## src/rtl/cpu_mem_pkg.sv

```systemverilog
// Shared types and defaults for the I/D memory port arbiter.
package cpu_mem_pkg;

  typedef enum logic [1:0] {
    ST_IDLE  = 2'd0,
    ST_ISSUE = 2'd1,
    ST_WAIT  = 2'd2,
    ST_RESP  = 2'd3
  } arb_state_t;

  localparam logic OWN_I = 1'b0;
  localparam logic OWN_D = 1'b1;

  localparam int DEF_ADDR_W  = 32;
  localparam int DEF_DATA_W  = 32;
  localparam int DEF_MEM_LAT = 1;
  // MEM_LAT tops out at 7, so the countdown fits in 3 bits.
  localparam int LAT_W       = 3;

endpackage

```

## src/rtl/mem_arb_pick.sv

```systemverilog
// Combinational winner select between fetch and data requesters.
// MEM_ARB_ROUND_ROBIN_EN selects the history-based tie-break; otherwise D wins ties.
module mem_arb_pick
  import cpu_mem_pkg::*;
(
  input  logic i_req,
  input  logic d_req,
`ifdef MEM_ARB_ROUND_ROBIN_EN
  input  logic last_own,
`endif
  output logic grant,
  output logic owner
);

  assign grant = i_req | d_req;

`ifdef MEM_ARB_ROUND_ROBIN_EN
  // A tie goes to whoever lost last time; a lone requester always wins.
  assign owner = (i_req & d_req) ? ~last_own : (d_req ? OWN_D : OWN_I);
`else
  assign owner = d_req ? OWN_D : OWN_I;
`endif

endmodule

```

## src/rtl/mem_port_arbiter.sv

```systemverilog
// Shares one single-port synchronous SRAM between fetch (I) and load/store (D).
// Build option: MEM_ARB_ROUND_ROBIN_EN enables round-robin tie-breaking.
module mem_port_arbiter
  import cpu_mem_pkg::*;
#(
  parameter int ADDR_W  = DEF_ADDR_W,
  parameter int DATA_W  = DEF_DATA_W,
  parameter int MEM_LAT = DEF_MEM_LAT
) (
  input  logic                clk,
  input  logic                rst_n,
  input  logic                i_req,
  input  logic [ADDR_W-1:0]   i_addr,
  output logic [DATA_W-1:0]   i_rdata,
  output logic                i_ack,
  input  logic                d_req,
  input  logic                d_we,
  input  logic [ADDR_W-1:0]   d_addr,
  input  logic [DATA_W-1:0]   d_wdata,
  input  logic [DATA_W/8-1:0] d_wstrb,
  output logic [DATA_W-1:0]   d_rdata,
  output logic                d_ack,
  output logic                m_en,
  output logic                m_we,
  output logic [ADDR_W-3:0]   m_addr,
  output logic [DATA_W-1:0]   m_wdata,
  output logic [DATA_W/8-1:0] m_wstrb,
  input  logic [DATA_W-1:0]   m_rdata,
  output logic                busy
);

  localparam int STRB_W = DATA_W / 8;
  localparam int WA_W   = ADDR_W - 2;

  arb_state_t          r_state, w_next;
  logic                r_own;
  logic                r_we;
  logic [WA_W-1:0]     r_addr;
  logic [DATA_W-1:0]   r_wdata;
  logic [STRB_W-1:0]   r_wstrb;
  logic [LAT_W-1:0]    r_lat;
  logic [DATA_W-1:0]   r_rdata;
  logic                w_grant, w_owner;
  logic                w_issue, w_resp;

  // Byte offset within the word is deliberately dropped.
  logic w_unused_addr_lsb;
  assign w_unused_addr_lsb = ^{i_addr[1:0], d_addr[1:0]};

`ifdef MEM_ARB_ROUND_ROBIN_EN
  logic r_last;

  mem_arb_pick u_pick (
    .i_req    (i_req),
    .d_req    (d_req),
    .last_own (r_last),
    .grant    (w_grant),
    .owner    (w_owner)
  );

  always_ff @(posedge clk or negedge rst_n) begin
    if (!rst_n)                              r_last <= OWN_D;
    else if (r_state == ST_IDLE && w_grant)  r_last <= w_owner;
  end
`else
  mem_arb_pick u_pick (
    .i_req (i_req),
    .d_req (d_req),
    .grant (w_grant),
    .owner (w_owner)
  );
`endif

  always_ff @(posedge clk or negedge rst_n) begin
    if (!rst_n) r_state <= ST_IDLE;
    else        r_state <= w_next;
  end

  always_comb begin
    w_next = r_state;
    case (r_state)
      ST_IDLE:  if (w_grant) w_next = ST_ISSUE;
      ST_ISSUE: w_next = ST_WAIT;
      ST_WAIT:  if (r_lat == '0) w_next = ST_RESP;
      ST_RESP:  w_next = ST_IDLE;
      default:  w_next = ST_IDLE;
    endcase
  end

  always_ff @(posedge clk or negedge rst_n) begin
    if (!rst_n) begin
      r_own   <= OWN_I;
      r_we    <= 1'b0;
      r_addr  <= '0;
      r_wdata <= '0;
      r_wstrb <= '0;
      r_lat   <= '0;
      r_rdata <= '0;
    end else begin
      case (r_state)
        ST_IDLE: if (w_grant) begin
          r_own   <= w_owner;
          r_we    <= (w_owner == OWN_D) & d_we;
          r_addr  <= (w_owner == OWN_D) ? d_addr[ADDR_W-1:2] : i_addr[ADDR_W-1:2];
          r_wdata <= (w_owner == OWN_D) ? d_wdata : '0;
          // Loads carry no byte enables to the SRAM.
          r_wstrb <= ((w_owner == OWN_D) && d_we) ? d_wstrb : '0;
        end
        ST_ISSUE: r_lat <= LAT_W'(MEM_LAT - 1);
        ST_WAIT: begin
          if (r_lat != '0) r_lat   <= r_lat - 1'b1;
          else             r_rdata <= r_we ? '0 : m_rdata;
        end
        default: ;
      endcase
    end
  end

  // Outputs decode straight from state so reset clears them without waiting for a clock.
  assign w_issue = (r_state == ST_ISSUE);
  assign w_resp  = (r_state == ST_RESP);

  assign m_en    = w_issue;
  assign m_we    = w_issue & r_we;
  assign m_addr  = w_issue ? r_addr  : '0;
  assign m_wdata = w_issue ? r_wdata : '0;
  assign m_wstrb = w_issue ? r_wstrb : '0;

  assign i_ack   = w_resp & (r_own == OWN_I);
  assign d_ack   = w_resp & (r_own == OWN_D);
  assign i_rdata = i_ack ? r_rdata : '0;
  assign d_rdata = d_ack ? r_rdata : '0;
  assign busy    = (r_state != ST_IDLE);

endmodule

```

## config.mk

```make
export PLATFORM = sky130hd
export DESIGN_NAME = mem_port_arbiter
export DESIGN_NICKNAME = d
export VERILOG_FILES = /design/src/rtl/cpu_mem_pkg.sv /design/src/rtl/mem_arb_pick.sv /design/src/rtl/mem_port_arbiter.sv
export SDC_FILE = /design/constraint.sdc
export NUM_CORES = 1
export LEC_CHECK = 0
export BUFFER_PORTS_ARGS = -buffer_cell sky130_fd_sc_hd__buf_4
export CAP_MARGIN = 10
export CORE_UTILIZATION = 50
export CTS_CLUSTER_DIAMETER = 30
export DETAILED_ROUTE_END_ITERATION = 8
export PLACE_DENSITY = 0.95
export SLEW_MARGIN = 10
export SYNTH_ARGS = -nofsm -noshare
export SYNTH_HDL_FRONTEND = slang
export SYNTH_SLANG_ARGS = --single-unit
export TNS_END_PERCENT = 5
```

## constraint.sdc

```tcl
create_clock -name clk -period 4.2 [get_ports clk]
set_clock_uncertainty 0.15 [all_clocks]
set_input_delay 0.84 -clock clk [delete_from_list [all_inputs] [get_ports clk]]
set_output_delay 0.84 -clock clk [all_outputs]
set_load 0.03 [all_outputs]
```

Yosys cells after proc, flatten, opt, wreduce, memory -nomap -nowiden

Index checks and enable logic that the tools add are counted.

Bits in latches: 0
Memories kept: 0
Bits in registers: 105
Input bits: 137
Word-level logic and storage cells: 47
Bits in read-only memories: 0
Memory bits (writable): 0
Output and inout bits: 135

Mux-type cells: 15
Div/mod/pow operators: 0
Equality and inequality tests: 6
Shifts and indexed selects: 0
$add $sub $neg: 1
Bitwise logic cells: 7
Reductions and logical operators: 10
$lt $le $gt $ge: 0
Multipliers: 0

Operator list:

| cell                                                                  | count |
|---|---|
| 32-bit 2-to-1 mux                                                     | 5 |
| 30-bit 2-to-1 mux                                                     | 2 |
| 4-bit 2-to-1 mux                                                      | 2 |
| 2-bit one-hot mux with 4 select lines                                 | 1 |
| 2-bit AND reduction                                                   | 4 |
| 3-bit one-hot mux with 2 select lines                                 | 1 |
| 1-bit bitwise AND                                                     | 4 |
| 2-bit equality test, second input constant                            | 2 |
| 2-bit 2-to-1 mux                                                      | 2 |
| 2-bit != test, second input constant                                  | 2 |
| 2-bit nonzero test                                                    | 2 |
| 3-bit logical NOT                                                     | 1 |
| 3-bit 2-to-1 mux                                                      | 1 |
| 3-bit nonzero test                                                    | 1 |
| 3-bit by 1-bit subtractor with 3-bit output, second input constant    | 1 |
| 2-bit by 1-bit equality test with 1-bit output, second input constant | 1 |
| 2-bit logical NOT                                                     | 1 |
| 2-bit by 1-bit != test with 1-bit output, second input constant       | 1 |
| 1-bit NOT                                                             | 2 |
| 1-bit logical AND                                                     | 1 |
| 1-bit 2-to-1 mux                                                      | 1 |
| 1-bit bitwise OR                                                      | 1 |

Longest topological paths before layout

Depth in word-level cells: 3
Mapped depth: 8
Depth with buffers taken out: 6

Hierarchy

From an unflattened synthesis, not the netlist that was laid out.

Cells, all modules: 607
Area total of the unflattened synthesis: 5466.5 sq um

By module, submodules not included:

| module           | seq. area each (sq um) | cells an instance | area an instance (sq um) | times used |
|---|---|---|---|---|
| mem_port_arbiter | 2627.5                 | 605               | 5452.7                   | 1 |
| mem_arb_pick     | 0.0                    | 2                 | 13.8                     | 1 |

Least setup slack after synthesis

No wires, ideal clock.

Path type: register to output
Start point: reg r_state[1]
End point: out m_wdata[24]
Data required time: 3210 ps
Arrival time: 1649 ps
Stages on the path, launching flop included: 6
Buffers on the path: 2
Slack: 1561 ps
Path through: dfrtp_1 inv_1 ha_1 buf_2 clkbuf_1 and2_1

Longest elaborated chain between the ends: 2

Ends and longest elaborated chain:

| item                                           | line                    | source |
|---|---|---|
| start: declaration                             | mem_port_arbiter.sv:35  | `arb_state_t r_state, w_next;` |
| start signal: assignment                       | mem_port_arbiter.sv:76  | `else r_state <= w_next;` |
| 2-bit by 1-bit equality test with 1-bit output | mem_port_arbiter.sv:120 | `assign w_issue = (r_state == ST_ISSUE);` |
| named net m_en                                 | mem_port_arbiter.sv:23  | `output logic m_en,` |
| 32-bit 2-to-1 mux                              | mem_port_arbiter.sv:126 | `assign m_wdata = w_issue ? r_wdata : '0;` |
| end: declaration                               | mem_port_arbiter.sv:26  | `output logic [DATA_W-1:0] m_wdata,` |

The timed path passes the listed nets, and every way through them passes these cells.

Worst setup path in the final report

Start point: reg r_state[0]
End point: out i_rdata[9]

Longest elaborated chain between the ends: 3

Ends and longest elaborated chain:

| item                | line                    | source |
|---|---|---|
| 2-bit equality test | mem_port_arbiter.sv:121 | `assign w_resp = (r_state == ST_RESP);` |
| 1-bit bitwise AND   | mem_port_arbiter.sv:129 | `assign i_ack = w_resp & (r_own == OWN_I);` |
| 32-bit 2-to-1 mux   | mem_port_arbiter.sv:131 | `assign i_rdata = i_ack ? r_rdata : '0;` |
| end: declaration    | mem_port_arbiter.sv:14  | `output logic [DATA_W-1:0] i_rdata,` |

Every way passes these cells.

==> results.toml <==
[critical_path]
end_kind = "output pin"
cp_max_fo = 34
start_kind = "flip-flop"
critPathKind = "reg2out"
critPathSlowestCell = "nor2b_2"
arrival_ns = 2.42
path_depth = 5
required_ns = 3.21
reg2reg_setup_slack_ns = 1.87
critPathMaxStageDelay_ns = 0.82
crit_family = "simple AND/OR/NAND/NOR gates"
path_cells = "ha_1, buf_4, nor2b_2, and2_1, buf_4"
crit_top_cell = "buf_4"
critPathBufInv = 2
r2r_cells = 6

[cells_and_area]
post-route-util = 0.734
nNetsFinal = 989
syn2layout_area_growth_pct = 40.9
fin_cells = 986
fillers = 782
drive_gt1_frac = 0.349
antenna_cells = 0

[sta]
setup_violations = 0
holdWs_ns = 0.320
period_share = 0.813
grt_setup_unrepaired = "false"
fmax_ghz = 0.293
tightest_slew_ns = 1.05
fin_ws_ns = 0.787
hold_viol_final = 0
final.min_clock_period_ns = 3.41
max_slew_margin = 0.295
tns_ns = 0
finalMaxSlewViolations = 0

[cts]
clk_pin_slew_ns = 0.10
htreeDepth = 3
tritoncts = "built"
ctsResizeCount = 0
clockBufferDepth = 2
post-cts-setup-buffers = 0
cts_sinks = 105
numCtsBuffers = 9
cts-root-buf = "clkbuf_8"
hold_buffers = 0
clkLatencyLatePin_ns = 0.36

[run_status]
status = "completed"

[floorplan]
chipHeight_um = 106
dieArea_um2 = 11300
ioPinCount = 272
core_area_um2 = 10500
die_w_um = 106
row_count = 37
initial_core_util = 0.521

[yosys]
synth_compound_area_frac = 0.0783
ys_types = 26
muxShareOfSynthArea = 0.0551
syn-num-nets = 749
yosys.area_share.simple = 0.315
yosys_warnings = 0
netlist_area_um2 = 5450
synthXorXnorAreaFrac = 0
yosys_register_bits = 105
avgSynthCellArea_um2 = 9.00
synthTopCellsByArea = "dfrtp_1 48%, and2_1 11%, nand2_1 9.0%"
synth_area_leader_cell = "dfrtp_1"
synth_top_family_by_area = "simple AND/OR/NAND/NOR gates"
synthAdderAreaFrac = 0.0161
synth_top_area_share = 0.482
ys_seq_area_frac = 0.482
syn_inst = 605

[routing]
wl_per_cell_um = 14.6
drc = 0
drt-total-wl_um = 14400
routed_via_density = 5.01
final_antenna_net_count = 0
drt_iter0_markers = 294
vias = 4935
detail_route.first_pass.iterations = 4

[placed_design]
hpwl_um = 10500
place_inst = 970
pre_cts_ws_ns = 1.18
port-buffer-count = 267
place_congestion = 0.815

[pwr]
leakagePower_uw = 0.00424
ir_drop_mv = 0.354
p_per_area_nw_per_um2 = 637

[global_routing]
grt_pass1_wl_um = 22300
gr-total-overflow = 0
grt_max_degree = 106
grt_pass1_vias = 4575
track_usage = 0.253
antenna_found_initial = 0

[worst_hold_path]
whs_path_depth = 2
hp-class = "reg2reg"

[run]
cap_violations = 0
[cells in the final DEF (no fill, tap or decap), types with 7 or more instances in the layout]
cell type	instances
and2_1	100
and3_1	33
buf_4	274
clkbuf_8	10
dfrtp_1	105
inv_1	7
mux2i_1	30
nand2_1	129
nand2b_1	33
nand3_1	32
o21ai_1	63
[per-stage QoR]
step | area, um^2 | total power [uW]
after floorplan | 5450 | 3410
after global placement | 7460 | 4160
after detailed placement | 7460 | 4270
after CTS | 7670 | 4920
after global routing | 7670 | 5230
final | 7670 | 4890
[sequential cells by signal (all words and copies together), names as in the netlist]
signal / cells
r_wstrb: 4
r_own: 1
r_addr: 30
r_wdata: 32
r_state: 2
r_rdata: 32
r_lat: 3
r_we: 1
[path summary, 6_finish.rpt]
| path | from | to |
|---|---|---|
| min in group asynchronous | rst_n | r_wdata[24] |
| worst min register to register | r_wdata[6] | r_wdata[6] |
| worst max register to register | r_lat[0] | r_lat[0] |
| worst max-delay path | r_state[0] | i_rdata[9] |
| max in group asynchronous | rst_n | r_lat[0] |
| worst min-delay path | r_wdata[6] | r_wdata[6] |
[cell families after synthesis]
group / after synthesis
flip-flops: 105
AO/OA/AOI/OAI: 77
multiplexers: 30
adder cells (fa/ha/maj): 7
AND/OR/NAND/NOR: 332
buffers and inverters: 54
[final cells by class]
class	count	area, um^2	share of cell area
well taps	136	170	0.0222
clock inverters	6	73.8	0.00962
flip-flops and latches	105	2630	0.342
inverters	7	26.3	0.00342
repair buffers	276	2100	0.273
multi-input cells	446	2540	0.331
clock buffers	10	138	0.0179
[cell usage after synthesis (all sizes together)]
cell type and n:
and3 33, o32a 1, nor2 2, inv 7, o21ai 65, nand3 32
nand2 130, nor2b 1, a21o 2, dfrtp 105, o22ai 1, nor3b 1
a21oi 1, mux2i 30, o2bb2ai 1, ha 7, clkbuf 17, buf 30
a22o 6, and2 100, nand2b 33
[where the power goes]
part | switching [uW] | leakage (uW) | internal, uW | total, uW
registers | 263 | 0.00133 | 1440 | 1710
clock network | 358 | 0.000101 | 300 | 658
logic | 1570 | 0.00281 | 960 | 2530
total | 2190 | 0.00424 | 2700 | 4890
[worst min-delay path: cells and delay by family (launching register included)]
kind,cells,cell delay (ns)
and+or+nand+nor,2,0.09
DFF,1,0.35
[per-layer routing]
layer  vias to the layer above  routed length (um)  global-route usage
met1                      2250                5610               0.294
met2                       204                7420               0.450
met3                        31                 971              0.0564
met4                         0                 391              0.0982
li1                       2450                   -                   -
met5                         -                   0                   0
(Power assumes the default switching activity.)
